$ cat src/rtl/ram_loader.sv
// Program loader for a single-port RAM: CPU owns the memory in IDLE, the loader streams bytes into it otherwise.
// Optional running byte checksum is built only when LOADER_CHECKSUM_EN is defined.
module ram_loader #(
    parameter int WIDTH     = 8,
    parameter int DEPTH     = 16,
    parameter int DEPTH_LOG = $clog2(DEPTH)
) (
    input  logic                 clk,
    input  logic                 rst_n,
    input  logic                 prog_start,
    input  logic                 prog_abort,
    input  logic                 in_valid,
    input  logic [WIDTH-1:0]     in_data,
    output logic                 in_ready,
    input  logic [DEPTH_LOG-1:0] cpu_address,
    input  logic                 cpu_write,
    input  logic [WIDTH-1:0]     cpu_data,
    output logic [DEPTH_LOG-1:0] mem_address,
    output logic                 mem_write,
    output logic [WIDTH-1:0]     mem_data,
    output logic                 busy,
    output logic                 done,
    output logic [WIDTH-1:0]     checksum
);

    typedef enum logic [1:0] {
        S_IDLE  = 2'd0,
        S_LOAD  = 2'd1,
        S_WRITE = 2'd2,
        S_DONE  = 2'd3
    } state_e;

    localparam logic [DEPTH_LOG-1:0] LAST_ADDR = DEPTH_LOG'(DEPTH - 1);

    state_e               state_q, state_d;
    logic [DEPTH_LOG-1:0] ptr_q, ptr_d;
    logic [WIDTH-1:0]     byte_q, byte_d;
    logic                 in_ready_q, in_ready_d;
    logic                 busy_q, busy_d;
    logic                 done_q, done_d;

    // Next-state and datapath; abort overrides the state only, so a WRITE in flight still retires.
    always_comb begin
        state_d = state_q;
        ptr_d   = ptr_q;
        byte_d  = byte_q;
        case (state_q)
            S_IDLE: begin
                if (prog_start && !prog_abort) begin
                    state_d = S_LOAD;
                    ptr_d   = {DEPTH_LOG{1'b0}};
                end else begin
                    state_d = S_IDLE;
                end
            end
            S_LOAD: begin
                if (in_valid && !prog_abort) begin
                    byte_d  = in_data;
                    state_d = S_WRITE;
                end else begin
                    state_d = S_LOAD;
                end
            end
            S_WRITE: begin
                if (ptr_q == LAST_ADDR) begin
                    state_d = S_DONE;
                    ptr_d   = {DEPTH_LOG{1'b0}};
                end else begin
                    state_d = S_LOAD;
                    ptr_d   = ptr_q + DEPTH_LOG'(1);
                end
            end
            S_DONE:  state_d = S_IDLE;
            default: state_d = S_IDLE;
        endcase
        if (prog_abort) begin
            state_d = S_IDLE;
        end else begin
            state_d = state_d;
        end
        in_ready_d = (state_d == S_LOAD);
        busy_d     = (state_d != S_IDLE);
        done_d     = (state_d == S_DONE);
    end

    // State, pointer, byte register and registered handshake/status outputs.
    always_ff @(posedge clk or negedge rst_n) begin
        if (!rst_n) begin
            state_q    <= S_IDLE;
            ptr_q      <= {DEPTH_LOG{1'b0}};
            byte_q     <= {WIDTH{1'b0}};
            in_ready_q <= 1'b0;
            busy_q     <= 1'b0;
            done_q     <= 1'b0;
        end else begin
            state_q    <= state_d;
            ptr_q      <= ptr_d;
            byte_q     <= byte_d;
            in_ready_q <= in_ready_d;
            busy_q     <= busy_d;
            done_q     <= done_d;
        end
    end

    // Memory port mux: CPU passes straight through only while idle (and therefore during reset).
    always_comb begin
        if (state_q == S_IDLE) begin
            mem_address = cpu_address;
            mem_write   = cpu_write;
            mem_data    = cpu_data;
        end else begin
            mem_address = ptr_q;
            mem_write   = (state_q == S_WRITE);
            mem_data    = byte_q;
        end
    end

    assign in_ready = in_ready_q;
    assign busy     = busy_q;
    assign done     = done_q;

`ifdef LOADER_CHECKSUM_EN
    logic [WIDTH-1:0] sum_q, sum_d;

    // Accumulate every retired write; cleared only when a new load starts.
    always_comb begin
        if (state_q == S_IDLE && prog_start && !prog_abort) begin
            sum_d = {WIDTH{1'b0}};
        end else if (state_q == S_WRITE) begin
            sum_d = sum_q + byte_q;
        end else begin
            sum_d = sum_q;
        end
    end

    // Checksum register.
    always_ff @(posedge clk or negedge rst_n) begin
        if (!rst_n) begin
            sum_q <= {WIDTH{1'b0}};
        end else begin
            sum_q <= sum_d;
        end
    end

    assign checksum = sum_q;
`else
    assign checksum = {WIDTH{1'b0}};
`endif

endmodule

$ cat config.mk
export PLATFORM = sky130hd
export DESIGN_NAME = ram_loader
export DESIGN_NICKNAME = d
export VERILOG_FILES = /design/src/rtl/ram_loader.sv
export SDC_FILE = /design/constraint.sdc
export NUM_CORES = 1
export LEC_CHECK = 0
export CAP_MARGIN = 10
export CELL_PAD_IN_SITES_DETAIL_PLACEMENT = 1
export CELL_PAD_IN_SITES_GLOBAL_PLACEMENT = 2
export CORE_AREA = 2 2 52 54
export CTS_BUF_LIST = sky130_fd_sc_hd__clkbuf_8
export DETAILED_ROUTE_END_ITERATION = 7
export DIE_AREA = 0 0 54 56
export DONT_BUFFER_PORTS = 1
export PLACE_DENSITY_LB_ADDON = 0.1
export SLEW_MARGIN = 20
export SYNTH_ARGS = -nofsm -noshare
export SYNTH_HDL_FRONTEND = slang
export SYNTH_SLANG_ARGS = --single-unit
$ cat constraint.sdc
create_clock -name clk -period 2.5 [get_ports clk]
set_input_delay 0.5 -clock clk [delete_from_list [all_inputs] [get_ports clk]]
set_output_delay 0.5 -clock clk [all_outputs]
set_load 0.05 [all_outputs]
==> impl_metrics.csv <==
group,metric,value,unit
synthesis,ys_seq_area_share,42.7,%
grt,overflow,0,
synthesis,synth_warnings,0,
flow_run,max-cap-violations,0,
worst_setup_path,end_kind,"output pin",
route,wl_per_cell,15.8,µm
worst_setup_path,critical_path.cell_chain,"nor2_1 -> buf_4 -> mux2_2",
floorplanning,dieHeight,56,µm
cts,clockRootBuffer,"clkbuf_8",
sta,setup_viol,0,
floorplanning,dieArea,3020,µm²
sta,slew_viol_final,0,
place,io_buffers,0,
worst_setup_path,reg2reg_from,"state_q[1]",
final_layout,multiInputGateArea,497,µm²
cts,clk_path_buf_depth,2,
hold_path,hp-start,"prog_abort",
place,place_hpwl,1.33,mm
cts,cts_tree,"yes",
worst_setup_path,crit_family,"flip-flops",
worst_setup_path,required,2000,ps
sta,rsz0062_at_grt,"no",
sta,fin_crit_sh,82.5,%
final_layout,synthToLayoutAreaGrowth,3.76,%
power,p_per_area,803,nW/µm²
final_layout,layout_common_cells,"dfrtp_1 (17), mux2_2 (14), mux2_4 (8), conb_1 (8), nor2_1 (6)",
route,drt.antenna.violating_nets,0,
sta,setup_tns,0,ps
worst_setup_path,crit_type,"flop to output pin",
sta,skew,7.42,ps
synthesis,ys_ff_latch,17,
sta,tightest_slew,737,ps
floorplanning,core,2430,µm²
final_layout,final_common_cell,"dfrtp_1",
floorplanning,core.rowCount,18,
route,drtPass1Iterations,4,
route,drtIter0Drc,10,
worst_setup_path,cp.arrival,1560,ps
grt,grt_pass1_vias,540,
final_layout,drive_gt1_share,37.0,%
power,leakagePower,0.481,nW
place,gp_congestion,0.645,
final_layout,diodes,0,
cts,numCtsBuffers,3,
route,drc,0,
floorplanning,ios,50,
route,wl_met1,711,µm
route,met2WireLength,876,µm
grt,grt_max_degree,18,
worst_setup_path,crit_path_start_kind,"flop",
grt,grt.total_usage,11.8,%
sta,max_freq,0.485,GHz
synthesis,ys_types,22,
grt,antenna_found_initial,0,
route,route.met3.wl,144,µm
cts,cts_num_sinks,17,
sta,hold_viol,0,
sta,whs,299,ps
route,routed_wl,1.75,mm
sta,finalCriticalPeriod,2060,ps
cts,clk_latency,250,ps
grt,grt_pass1_wl,2.59,mm
sta,max_slew_margin,50.7,%
route,top_layer,"met4",
worst_setup_path,worst-path-buf-inv,1,
floorplanning,initial_core_util,41.0,%
worst_setup_path,startpoint,"state_q[1]",
worst_setup_path,critPathSlowestCell,"dfrtp_1",
cts,h-tree-depth,1,
status,outcome,"complete, no violations",
final_layout,register_area,425,µm²
final_layout,n_fill_cell,272,
synthesis,synth_area,997,µm²
synthesis,avgSynthCellArea,12.6,µm²
worst_setup_path,slowest_delay,480,ps
hold_path,hp-class,"primary input to flop",
floorplanning,die_width,54,µm
cts,cts.reportedPaths.clkPinSlew,70,ps
worst_setup_path,cp_max_fo,12,
final_layout,fin_nets,109,
synthesis,syn_inst,79,
power,peakVddDrop,0.360,mV
route,vias,577,
route,routed_via_density,5.20,
cts,cts_resized,0,
## worst paths after layout
check / endpoint / slack, ps / cells past startpoint
hold / removal: state_q[0] / 300 / 1
setup reg to reg: byte_q[1] / 840 / 2
hold reg to reg: byte_q[0] / 510 / 1
max in group asynchronous: byte_q[6] / 1280 / 1
min in group asynchronous: byte_q[0] / 750 / 1
setup / recovery: mem_address[1] / 440 / 3
## cell families (layout without fill, tap and decap cells)
kind of cell               Yosys count  in the layout  synth area share [%]
muxes                               22             22                  27.9
adders and majority gates            1              1                  1.25
and+or+nand+nor                     15             15                  8.91
AOI/OAI and AO/OA                   10             10                  8.78
buffers and inverters               13              8                  10.2
DFF                                 17             17                  42.7
other                                1              8                 0.376
## Yosys cell counts
master | count | area, µm²
or3b_4 | 1 | 11.3
dfrtp_1 | 17 | 425
nand3_1 | 2 | 10.0
buf_4 | 10 | 75.1
conb_1 | 1 | 3.75
o211a_1 | 1 | 10.0
inv_1 | 1 | 3.75
and2b_1 | 1 | 7.51
o21ai_0 | 1 | 5.00
nor2b_1 | 2 | 12.5
mux2_2 | 14 | 158
buf_6 | 2 | 22.5
nand2b_1 | 2 | 12.5
a32o_1 | 1 | 10.0
and4bb_1 | 1 | 12.5
nor2_1 | 6 | 22.5
o21bai_1 | 2 | 15.0
a21oi_1 | 1 | 5.00
ha_1 | 1 | 12.5
a21oi_4 | 1 | 16.3
a22o_1 | 3 | 26.3
mux2_4 | 8 | 120
## layout make-up
type / instances / area share [%]
clock buffer: 3 / 3.99
clock inverter: 1 / 0.484
inverter: 1 / 0.363
tap: 30 / 3.63
multi-input combinational: 56 / 48.0
sequential: 17 / 41.1
timing repair buffer: 3 / 2.42
## sequential cells by signal, indices dropped and copies added, names as in the netlist
register / cells
byte_q: 8
ptr_q: 4
state_q: 2
busy: 1
done: 1
in_ready: 1
## worst reg2reg max path: cells and delay by family, from the launching register on
| kind | cells | cell delay [ps] |
|---|---|---|
| simple gates | 1 | 700 |
| flops | 1 | 480 |
| mux | 1 | 360 |
## per-layer routing
metal / GRT usage [%] / vias to the layer above
met5: 0 / -
met4: 6.43 / 0
met3: 2.69 / 2
met2: 18.1 / 30
met1: 14.9 / 277
li1: - / 268
## where the power goes
part	internal [mW]	switching, mW
combinational	0.0958	0.181
sequential	0.320	0.0377
clock	0.110	0.0860
## stage by stage
step,std cells,power (mW),util (%),worst slack (ps),cell area (µm²)
2_1_floorplan,86,0.624,-,686,1020
4_1_cts,111,0.847,42.5,399,1030
5_1_grt,111,0.872,42.5,316,1030
3_3_place_gp,106,0.632,40.2,718,978
3_5_place_dp,106,0.635,40.2,686,978
6_report,111,0.831,42.5,437,1030
## timing repair
action	4_1_cts	5_1_grt
hold buffers	1	0
hold endpoints to repair	17	0
setup buffers	0	0
Note: power is estimated with default switching activity, not from simulation.
==> edit 1: new RTL, same settings <==
The option `LOADER_CHECKSUM_EN` is turned on by a define.
--- a/src/rtl/ram_loader.sv
+++ b/src/rtl/ram_loader.sv
@@ -1,5 +1,7 @@
 // Program loader for a single-port RAM: CPU owns the memory in IDLE, the loader streams bytes into it otherwise.
 // Optional running byte checksum is built only when LOADER_CHECKSUM_EN is defined.
+`define LOADER_CHECKSUM_EN
+
 module ram_loader #(
     parameter int WIDTH     = 8,
     parameter int DEPTH     = 16,
Function: changed (a bounded check fails within 4 cycles, from zero or initial values and one cycle with rst_n low).
==> edit 1 against the unedited design <==
- first-iteration DRC count fell by 30%
- cell area increased by 50%
- sequential cell count is 8 higher
- worst setup slack got worse by 0.017 ns
- clock skew fell by 0.0058 ns
- die area is the same
- synthesized cell count is 67% higher
- area after synthesis grew 41%
- fmax is 0.81% lower
- power up 55%
- sequential share of layout area fell by 0.92 points
- routed wire length is 72% higher
- global-route usage rose by 9.8 points
- critical path type unchanged
- critical endpoint is now mem_data[6]
- highest routed layer unchanged
==> edit 1: results (changes against the unedited design) <==
status finished clean (unchanged); reg-to-reg endpoint checksum[7] (was byte_q[1]); met2 routed WL 1511 µm (was 876 µm); Skew-Pair Late Insertion Delay 0.27 ns (was 0.25 ns); Seq. pwr 0.582 mW (was 0.358 mW); DRT iter0 DRCs 7 (was 10); post-synthesis xor/xnor area fraction 0.03106 (was 0); mux contribution to synthesized area 0.1597 (was 0.2785); reg2reg setup slack 0.42 ns (was 0.84 ns); post-place setup slack 0.4410 ns (was 0.6856 ns); gp weighted congestion 0.7835 (was 0.6453); first-pass GRT wire length 4857 µm (was 2594 µm); top post-synthesis cells by area dfrtp_1 (44%), mux2_2 (16%), ha_1 (7.1%), o21ai_0 (4.3%), nand2_1 (4.3%) (was dfrtp_1 (43%), mux2_2 (16%), mux2_4 (12%), buf_4 (7.5%), a22o_1 (2.6%)); vias in the first global route 1,086 (was 540); initial antenna violation count 0 (unchanged); Routed met1 length 1242 µm (was 711 µm); Avg Inst Size Synth 10.68 µm² (was 12.62 µm²); Vias 1,047 (was 577); sw power 0.5301 mW (was 0.3044 mW); largest net degree at the start of global routing 26 (was 18); final std cells w/o fill 170 (was 111); # hold bufs at CTS 1 (unchanged); clock-pin slew on the worst setup and hold paths 0.08 ns; Total Routed Length 3010 µm (was 1754 µm); Post-Route Skew 0.001594 ns (was 0.007419 ns); CTS root buf clkbuf_8 (unchanged); Fill cells 266 (was 272); WP data arrival 1.58 ns (was 1.56 ns); Leak Pwr 0.7392 nW (was 0.4810 nW); placed inst area 0.001491 mm² (was 978.4 µm²); max_slew headroom 0.6476 (was 0.5068); M3 GR Usage 0.04570 (was 0.02688); # nets final 176 (was 109); met2 GRT Util 0.3641 (was 0.1812); post-detail-place hpwl 2385 µm (was 1335 µm); Antenna diodes 0 (unchanged); Power Clock 0.232 mW (was 0.196 mW); Clk network pwr share 0.181 (was 0.236); Synth Area in Adders 0.08518 (was 0.01255); critical path peak fanout 8 (was 12); maximum VDD drop 0.6064 mV (was 0.3600 mV); Worst R2R Path Depth 6 (was 2); Async S/R FF share, synth 1.000 (unchanged); met1 Use GR 0.2690 (was 0.1489); Hold Worst Slack 0.03724 ns (was 0.2987 ns); Compound-Gate Fraction of Synth Area 0.1331 (was 0.08783); DR WL met3 222 µm (was 144 µm); synth unique cells 30 (was 22); CTS max path bufs 2 (unchanged); top cells by count, synth dfrtp_1 (25), mux2_2 (20), nand2_1 (16), o21ai_0 (12) (was dfrtp_1 (17), mux2_2 (14), buf_4 (10), mux2_4 (8), nor2_1 (6)); layout cell share with drive strength beyond 1 0.2500 (was 0.3704); sequential share of the synthesized area 0.4437 (was 0.4266); Worst R2R Start checksum[4] (was state_q[1]); Hold WC Path Type in2async (was in2reg); GRT Total Usage 0.2157 (was 0.1180)
[edit 1: worst max path at each step]
stage | slack [ns] | startpoint | end | cells past startpoint
global placement | 0.50 | checksum[4] | checksum[7] | 6
detailed placement | 0.44 | checksum[4] | checksum[7] | 6
global route | 0.30 | checksum[4] | checksum[7] | 6
finish | 0.42 | state_q[1] | mem_data[6] | 3
floorplan | 0.43 | checksum[0] | checksum[6] | 7
CTS | 0.41 | state_q[1] | mem_data[6] | 3
[edit 1: cell type report]
cell class / instances / area, µm² / area share
Clock inverter: 1 / 3.754 / 0.002412
Sequential cell: 25 / 625.6 / 0.4019
Clock buffer: 3 / 41.29 / 0.02653
Tap cell: 30 / 37.54 / 0.02412
Timing Repair Buffer: 9 / 80.08 / 0.05145
Multi-Input combinational cell: 100 / 760.7 / 0.4887
Inverter: 2 / 7.507 / 0.004823
[edit 1: critical path, cell delays in order (launching register included)]
cell and delay, ns:
dfrtp_1 0.47, nor2_1 0.18, buf_4 0.19, mux2_2 0.47
==> edit 2: new RTL, same settings <==
Without the edit above. Re-encode `state_e` (4 states) as one-hot, 4 bits wide.
--- a/src/rtl/ram_loader.sv
+++ b/src/rtl/ram_loader.sv
@@ -23,11 +23,11 @@
     output logic [WIDTH-1:0]     checksum
 );
 
-    typedef enum logic [1:0] {
-        S_IDLE  = 2'd0,
-        S_LOAD  = 2'd1,
-        S_WRITE = 2'd2,
-        S_DONE  = 2'd3
+    typedef enum logic [3:0] {
+        S_IDLE  = 4'b0001,
+        S_LOAD  = 4'b0010,
+        S_WRITE = 4'b0100,
+        S_DONE  = 4'b1000
     } state_e;
 
     localparam logic [DEPTH_LOG-1:0] LAST_ADDR = DEPTH_LOG'(DEPTH - 1);
Behaviour: no difference found for any inputs over 10 cycles, from zero or initial values and one cycle with rst_n low; not proved beyond that.
==> edit 2 against the unedited design <==
- non-clock buffer count grew 6
- routed wire length grew 33%
- power grew 2.3%
- first-iteration DRC count is the same
- sequential share of layout area shrank 2.5 points
- cell area grew 19%
- area after synthesis grew 10%
- sequential power grew 3%
- fmax shrank 15%
- worst setup slack lost 0.35 ns
- sequential cell count grew 2
- critical endpoint is now mem_data[6]
==> edit 2: results (changes against the unedited design) <==
synth unique cells 30 (was 22); GRT Total Usage 0.1693 (was 0.1180); vias in the first global route 774 (was 540); clock-cell share of area 0.03947 (was 0.04474); drt wl/cell 17.16 µm (was 15.80 µm); PwrDens 687.5 mW/mm² (was 803.0 mW/mm²); multi-input gate share of total cell area 0.4352 (was 0.4800); maximum VDD drop 0.5597 mV (was 0.3600 mV); first-pass GRT wire length 3753 µm (was 2594 µm); Avg Inst Size Synth 11.12 µm² (was 12.62 µm²); sw power 0.3168 mW (was 0.3044 mW); Worst R2R Path Depth 3 (was 2); reg-to-reg endpoint byte_q[6] (was byte_q[1]); Largest regs byte_q x8, ptr_q x4, state_q x4 (was byte_q x8, ptr_q x4, state_q x2); top cells by count, synth dfrtp_1 (18), mux2_2 (15), buf_4 (8), o21ai_0 (6) (was dfrtp_1 (17), mux2_2 (14), buf_4 (10), mux2_4 (8), nor2_1 (6)); multi-input logic cell count 70 (was 56); status finished clean (unchanged); Layout non-clock buf frac 0.09717 (was 0.02418); Comb pwr share 0.302 (was 0.333); WP data arrival 1.92 ns (was 1.56 ns); Hold Worst Slack 0.07440 ns (was 0.2987 ns); worst-margin pin slew 0.8074 ns (was 0.7373 ns); post-detail-place hpwl 1761 µm (was 1335 µm); total power 0.8499 mW (was 0.8309 mW); layout cell share with drive strength beyond 1 0.2925 (was 0.3704); Post-Route Skew 0.005030 ns (was 0.007419 ns)
[edit 2: cell families after synthesis]
kind of cell	share of synthesized area
AND/OR/NAND/NOR	0.1739
multiplexers	0.1739
XOR/XNOR	0.007956
adder cells (fa/ha/maj)	0.01136
other	0.003406
buffers and inverters	0.1023
AO/OA/AOI/OAI	0.09433
flip-flops	0.4330
[edit 2: metal layers]
| metal | GRT usage | routed length [µm] | share of wire |
|---|---|---|---|
| met2 | 0.2927 | 1270 | 0.54 |
| met3 | 0.05914 | 174 | 0.075 |
| met5 | 0 | 0 | 0 |
| met1 | 0.1973 | 882 | 0.38 |
| met4 | 0.03214 | 7 | 0.0030 |
[edit 2: critical path, stage by stage, from the launching register on]
cell,delay (ns)
dfstp_2,0.63
nor4b_4,0.21
buf_4,0.26
mux2_1,0.35
buf_4,0.19
